## src/rtl/pwm_pkg.sv

```systemverilog
// Shared types and constants for the PWM duty scheduler slice.
package pwm_pkg;

  localparam int PWM_DUTY_W = 4;

  // Requester indices into req_valid / req_ready / grant vectors
  localparam int REQ_ALU = 0;
  localparam int REQ_SPI = 1;

  typedef enum logic [1:0] {
    IDLE = 2'd0,
    WAIT = 2'd1,
    RAMP = 2'd2
  } pwm_sched_state_t;

endpackage

```

## src/rtl/pwm_rr_arb.sv

```systemverilog
// Two-way round-robin arbiter; the pointer names the winner when both requesters are valid.
module pwm_rr_arb
  import pwm_pkg::*;
(
  input  logic       clk,
  input  logic       rst,
  input  logic [1:0] valid,
  input  logic       enable,
  input  logic       advance,
  output logic [1:0] grant
);

  logic ptr_q, ptr_d;

  always_comb begin
    grant = 2'b00;
    if (enable) begin
      case (valid)
        2'b01:   grant = 2'b01;
        2'b10:   grant = 2'b10;
        2'b11:   grant = ptr_q ? 2'b10 : 2'b01;
        default: grant = 2'b00;
      endcase
    end
  end

  // After a grant the pointer favours the requester that just lost
  always_comb begin
    ptr_d = ptr_q;
    if (advance && (|grant)) begin
      ptr_d = ~grant[REQ_SPI];
    end
  end

  always_ff @(posedge clk or posedge rst) begin
    if (rst) begin
      ptr_q <= 1'b0;
    end else begin
      ptr_q <= ptr_d;
    end
  end

endmodule

```

## src/rtl/pwm_duty_scheduler.sv

```systemverilog
// Arbitrates duty requests and applies them to the PWM only at period boundaries.
// Define PWM_SCHED_RAMP_EN to step duty by one per RAMP_DIV periods instead of jumping.
module pwm_duty_scheduler
  import pwm_pkg::*;
#(
  parameter int DUTY_W   = PWM_DUTY_W,
  parameter int RAMP_DIV = 4
) (
  input  logic              clk,
  input  logic              rst,
  input  logic [1:0]        req_valid,
  input  logic [DUTY_W-1:0] req_duty0,
  input  logic [DUTY_W-1:0] req_duty1,
  output logic [1:0]        req_ready,
  output logic [DUTY_W-1:0] duty,
  output logic              period_start,
  output logic              busy,
  output logic              done
);

  pwm_sched_state_t  state_q, state_d;
  logic [DUTY_W-1:0] cnt_q;
  logic [DUTY_W-1:0] duty_q, duty_d;
  logic [DUTY_W-1:0] target_q, target_d;
  logic              period_start_q;
  logic              done_q, done_d;
  logic [1:0]        grant;
  logic              accept;
  logic              last;
  logic              arb_en;
  logic [DUTY_W-1:0] acc_duty;

  assign last = &cnt_q;

`ifdef PWM_SCHED_RAMP_EN
  localparam logic [3:0] DIV_LAST = 4'(RAMP_DIV - 1);

  logic [3:0]        div_q, div_d;
  logic [DUTY_W-1:0] duty_step;

  // A ramp always completes, so requests are held off while stepping
  assign arb_en = (state_q != RAMP);

  always_comb begin
    duty_step = duty_q;
    if (duty_q < target_q) begin
      duty_step = duty_q + DUTY_W'(1);
    end else if (duty_q > target_q) begin
      duty_step = duty_q - DUTY_W'(1);
    end
  end
`else
  assign arb_en = 1'b1;
`endif

  pwm_rr_arb u_arb (
    .clk     (clk),
    .rst     (rst),
    .valid   (req_valid),
    .enable  (arb_en),
    .advance (accept),
    .grant   (grant)
  );

  assign accept   = |grant;
  assign acc_duty = grant[REQ_SPI] ? req_duty1 : req_duty0;
  assign target_d = accept ? acc_duty : target_q;

  always_comb begin
    state_d = state_q;
    duty_d  = duty_q;
    done_d  = 1'b0;
`ifdef PWM_SCHED_RAMP_EN
    div_d   = accept ? 4'd0 : div_q;
`endif
    case (state_q)
      IDLE: begin
        if (accept) begin
          if (acc_duty == duty_q) begin
            done_d = 1'b1;
          end else begin
            state_d = WAIT;
          end
        end
      end
      WAIT: begin
        // The old target is applied at the boundary even if a new one lands now
        if (last) begin
`ifdef PWM_SCHED_RAMP_EN
          duty_d = duty_step;
`else
          duty_d = target_q;
`endif
          if (duty_d == target_d) begin
            state_d = IDLE;
            done_d  = 1'b1;
          end else begin
`ifdef PWM_SCHED_RAMP_EN
            state_d = RAMP;
`else
            state_d = WAIT;
`endif
          end
        end else if (accept && (acc_duty == duty_q)) begin
          state_d = IDLE;
          done_d  = 1'b1;
        end
      end
`ifdef PWM_SCHED_RAMP_EN
      RAMP: begin
        if (last) begin
          if (div_q == DIV_LAST) begin
            div_d  = 4'd0;
            duty_d = duty_step;
            if (duty_step == target_q) begin
              state_d = IDLE;
              done_d  = 1'b1;
            end
          end else begin
            div_d = div_q + 4'd1;
          end
        end
      end
`endif
      default: state_d = IDLE;
    endcase
  end

  always_ff @(posedge clk or posedge rst) begin
    if (rst) begin
      cnt_q          <= '0;
      duty_q         <= '0;
      target_q       <= '0;
      state_q        <= IDLE;
      period_start_q <= 1'b0;
      done_q         <= 1'b0;
    end else begin
      cnt_q          <= cnt_q + DUTY_W'(1);
      duty_q         <= duty_d;
      target_q       <= target_d;
      state_q        <= state_d;
      period_start_q <= last;
      done_q         <= done_d;
    end
  end

`ifdef PWM_SCHED_RAMP_EN
  always_ff @(posedge clk or posedge rst) begin
    if (rst) begin
      div_q <= 4'd0;
    end else begin
      div_q <= div_d;
    end
  end
`endif

  assign req_ready    = grant;
  assign duty         = duty_q;
  assign period_start = period_start_q;
  assign busy         = (state_q != IDLE);
  assign done         = done_q;

endmodule

```

## config.mk

```make
export PLATFORM = sky130hd
export DESIGN_NAME = pwm_duty_scheduler
export DESIGN_NICKNAME = d
export VERILOG_FILES = /design/src/rtl/pwm_pkg.sv /design/src/rtl/pwm_rr_arb.sv /design/src/rtl/pwm_duty_scheduler.sv
export SDC_FILE = /design/constraint.sdc
export NUM_CORES = 1
export LEC_CHECK = 0
export CAP_MARGIN = 0
export CORE_MARGIN = 5
export CORE_UTILIZATION = 50
export DETAILED_ROUTE_END_ITERATION = 10
export GPL_TIMING_DRIVEN = 0
export PLACE_DENSITY = 0.89
export SYNTH_ARGS = -nofsm -noshare
export SYNTH_HDL_FRONTEND = slang
export SYNTH_SLANG_ARGS = --single-unit
```

## constraint.sdc

```tcl
create_clock -name clk -period 3.9 [get_ports clk]
set_input_delay 0.78 -clock clk [delete_from_list [all_inputs] [get_ports clk]]
set_output_delay 0.78 -clock clk [all_outputs]
set_load 0.02 [all_outputs]
```

**Word level (Yosys, flattened, before mapping)**

Index checks and enable logic that the tools add are counted.
Widths: inputs -> output; s select.

- Eq/ne operators: 9
- Multiplexer cells: 16
- $add $sub $neg: 1
- Reduce and logical (&&, ||, !) cells: 7
- Bitwise gates (word level): 1

Operator list:

| cell | number |
|---|---|
| $mux 2 | 5 |
| $eq 4x4->1 | 2 |
| $mux 4 | 2 |
| $mux 1 | 6 |
| $pmux 2 s3 | 1 |
| $reduce_and 5->1 | 1 |
| $add 4x1->4 const B | 1 |
| $eq 2x1->1 const B | 2 |
| $eq 2x2->1 const B | 2 |
| $ne 2x2->1 const B | 2 |
| $pmux 2 s2 | 1 |
| $reduce_and 4->1 | 1 |
| $ne 3x3->1 const B | 1 |
| $reduce_and 3->1 | 1 |
| $logic_not 2->1 | 1 |
| $pmux 1 s2 | 1 |
| $reduce_bool 2->1 | 1 |
| $reduce_or 2->1 | 1 |
| $logic_and 1x1->1 | 1 |
| $not 1->1 | 1 |

- Logic and storage cells: 41
- Output and inout port bits: 9
- Bits in registers: 17
- Input bits: 12

**Logic depth before layout (Yosys ltp)**

- Word-level depth: 8
- Depth in mapped cells: 8
- Depth with buffers taken out: 6

**Cells and area by module**

From an unflattened synthesis, not the netlist that was laid out.

- Cells, all modules: 83
- Area, all modules: 879.6 µm²

Modules (own cells, without submodules):

| module | instances | sequential area each (µm²) | area each (µm²) | cells an instance |
|---|---|---|---|---|
| pwm_duty_scheduler | 1 | 375.4 | 814.5 | 74 |
| pwm_rr_arb | 1 | 25.0 | 65.1 | 9 |

**Worst setup path before layout**

No wires, ideal clock.

- Kind: input to output
- From: in req_valid[1]
- To: out req_ready[0]
- Buffers on the path: 1
- Path slack: 1.606 ns
- Cell stages on the path: 2
- Arrival time: 1.514 ns
- Data required time: 3.120 ns
- Path through: buf_2 a21boi_0

- Word-level cells in the longest chain between the ends: 2
- Elaborated cells between the ends (all ways): 4
- Those cells by class: eq/ne (3); mux (1)

Ends and longest elaborated chain:

| element | line | RTL |
|---|---|---|
| from (decl) | pwm_duty_scheduler.sv:11 | `input logic [1:0] req_valid,` |
| $eq 2x2->1 / $eq 2x1->1 (equally long branches) | pwm_rr_arb.sv:18 | `case (valid)` |
| $pmux 2 s3 (*) | pwm_rr_arb.sv:18 |  |
| to (decl) | pwm_duty_scheduler.sv:14 | `output logic [1:0] req_ready,` |

Mark *: on every way between the ends. The rest lies on a longest branch, timed or not.

**Final worst setup path**

Ends and elaborated chain as after synthesis.

==> results.tsv <==
stage	metric	value	unit
clocking	cts_resized	0	
placed_design	place_congestion	0.877	
sta	setup_violations	0	
critical_path	startpoint_type	input pin	
critical_path	worstPathMaxFanout	10	
yosys	avgSynthCellArea	10.8	um^2
die	die_area	2900	um^2
finish	antenna_cells	0	
critical_path	cp-end-kind	primary output	
yosys	synth_top_flop_cell	dfrtp_1	
yosys	syn_nets	102	
global_route	met1_usage	19.2	%
sta	fin_setup_tns	0	ps
die	die_y	53.8	um
yosys	synth_cell_types	31	
die	num_io_pins	21	
clocking	numCtsBuffers	3	
yosys	yosysTopAreaCell	dfrtp_1	
sta	tightestPinTransition	571	ps
global_route	antenna_found_initial	0	
placed_design	dp_hpwl	1520	um
sta	slew_violations	0	
sta	timing.fmax	313	MHz
critical_path	critical_path_arrival	2410	ps
drt	drc_errors	0	
sta	slew_headroom	61.9	%
run	maxCapViolCount	0	
yosys	seq_area_frac_synth	41.7	%
clocking	clk_pin_slew	90	ps
drt	drt_iter0_markers	7	
critical_path	worst_ep_required_time	3120	ps
clocking	h-tree-depth	1	
sta	setup_slack	706	ps
global_route	grt_pass1_wl	3260	um
yosys	ys_warn_count	0	
die	rows	15	
finish	drive_gt1_share	18.0	%
global_route	grt_util_met2	27.2	%
clocking	cts_tree	yes	
yosys	synth_edf_count	0	
clocking	cts_buffer_depth	2	
yosys	netlist_instances	89	
placed_design	place_ws	729	ps
finish	nets	126	
placed_design	numPortBuffers	19	
global_route	use_met3	3.32	%
yosys	yosysTopAreaCellShare	41.7	%
drt	vias	739	
yosys	ys_async_sr_fraction	100	%
yosys	syn_area	960	um^2
drt	vias_per_cell	5.43	
power	power_density	385	nW/um^2
yosys	ys_ff_latch	16	
clocking	clk_latency	280	ps
global_route	globalRouteOverflowTotal	0	
drt	dr.pass1.iters	4	
sta	fin_worst_skew	4.63	ps
sta	hold_viol_final	0	
global_route	grt_max_degree	17	
power	p_leak	0.530	nW
sta	finalCritPeriodShare	81.9	%
drt	wl	1980	um
global_route	track_usage	15.9	%
sta	period_needed	3190	ps
die	start_util	53.8	%
global_route	grt-busiest-layer	met2	
die	core	1780	um^2
yosys	yosys-top-cells-area	dfrtp_1, xor2_1, mux2_2	
hold_path	hold_class	reg2reg	
clocking	clkSinkCount	16	
status	status	finished clean	
drt	postRouteAntennaNets	0	
clocking	hold_buffers	0	
drt	wire_per_inst	14.6	um
finish	area_growth	25.4	%
critical_path	critPathKind	in2out	
sta	rsz0062_at_grt	no	
clocking	post-cts-setup-buffers	0	
power	ir_drop	0.278	mV
clocking	root_buffer	clkbuf_4	
global_route	grt_pass1_vias	727	
die	die_w	53.8	um
-- layout by cell type (no fill, tap or decap), types with 2 or more instances in the layout --
cell type        instances
nor2_1                   9
clkdlybuf4s50_1         19
dfrtp_1                 16
inv_1                    5
buf_6                    2
xor2_1                  12
clkbuf_4                 3
mux2_2                   8
a31oi_1                  2
nor2b_1                  2
a21oi_1                  2
o21ai_0                  2
mux2i_1                  2
a21boi_0                 2
o22ai_1                  5
xnor2_1                  3
-- layer usage --
layer	routed length (um)	share of wire, %
met4	31	1.6
met5	0	0
met1	862	43
met3	77	3.9
met2	1010	51
-- registers in the layout, indices dropped and copies added (netlist names) --
name,cells
cnt_q,4
duty,4
target_q,4
done,1
period_start,1
state_q,1
u_arb.ptr_q,1
-- metrics by stage --
step	total power [mW]	std cells	area [um^2]	hold slack, ps	util, %
floorplan	0.318	89	960	421	-
global placement	0.378	133	1180	438	66.2
detailed placement	0.383	133	1180	473	66.2
CTS	0.468	136	1200	486	67.5
global route	0.492	136	1200	510	67.5
finish	0.464	136	1200	480	67.5
-- final cells by class --
cell class	count	area (um^2)
clock buffers	3	22.5
inverters	6	22.5
repair buffers	19	190
multi-input cells	64	509
plain buffers	3	27.5
well taps	25	31.3
fillers	126	579
flip-flops and latches	16	400
-- critical path, stage by stage --
cell and delay, ps:
clkdlybuf4s50_1 470, buf_2 220, a21boi_0 280, clkdlybuf4s50_1 660
-- cells in the mapped netlist (all sizes together), types with 3 or more instances --
cell / number
buf: 3
xnor2: 3
xor2: 12
o22ai: 5
nor2: 9
inv: 6
dfrtp: 16
mux2: 8
-- worst paths after layout --
path                              start            to  slack (ps)  cells after the start
min in group asynchronous           rst       duty[1]         850                      2
max in group asynchronous           rst   u_arb.ptr_q        2680                      2
min                            cnt_q[0]      cnt_q[0]         480                      1
max reg2reg                 u_arb.ptr_q          done        2220                      6
min reg2reg                    cnt_q[0]      cnt_q[0]         480                      1
max                        req_valid[1]  req_ready[0]         710                      4
-- power breakdown --
part	leakage [nW]	total (mW)	internal [mW]	switching, mW
sequential	0.193	0.213	0.187	0.0259
clock	0.0138	0.0836	0.0358	0.0477
combinational	0.323	0.168	0.0883	0.0795
-- kinds of logic after synthesis --
family,after synthesis,synth area share [%]
AOI/OAI and AO/OA,19,15.5
and+or+nand+nor,19,11.1
DFF,16,41.7
xor gates and xnor gates,15,13.7
muxes,10,11.5
buffers and inverters,9,5.21
adders and majority gates,1,1.30
Power figures use the tool's default switching activity.
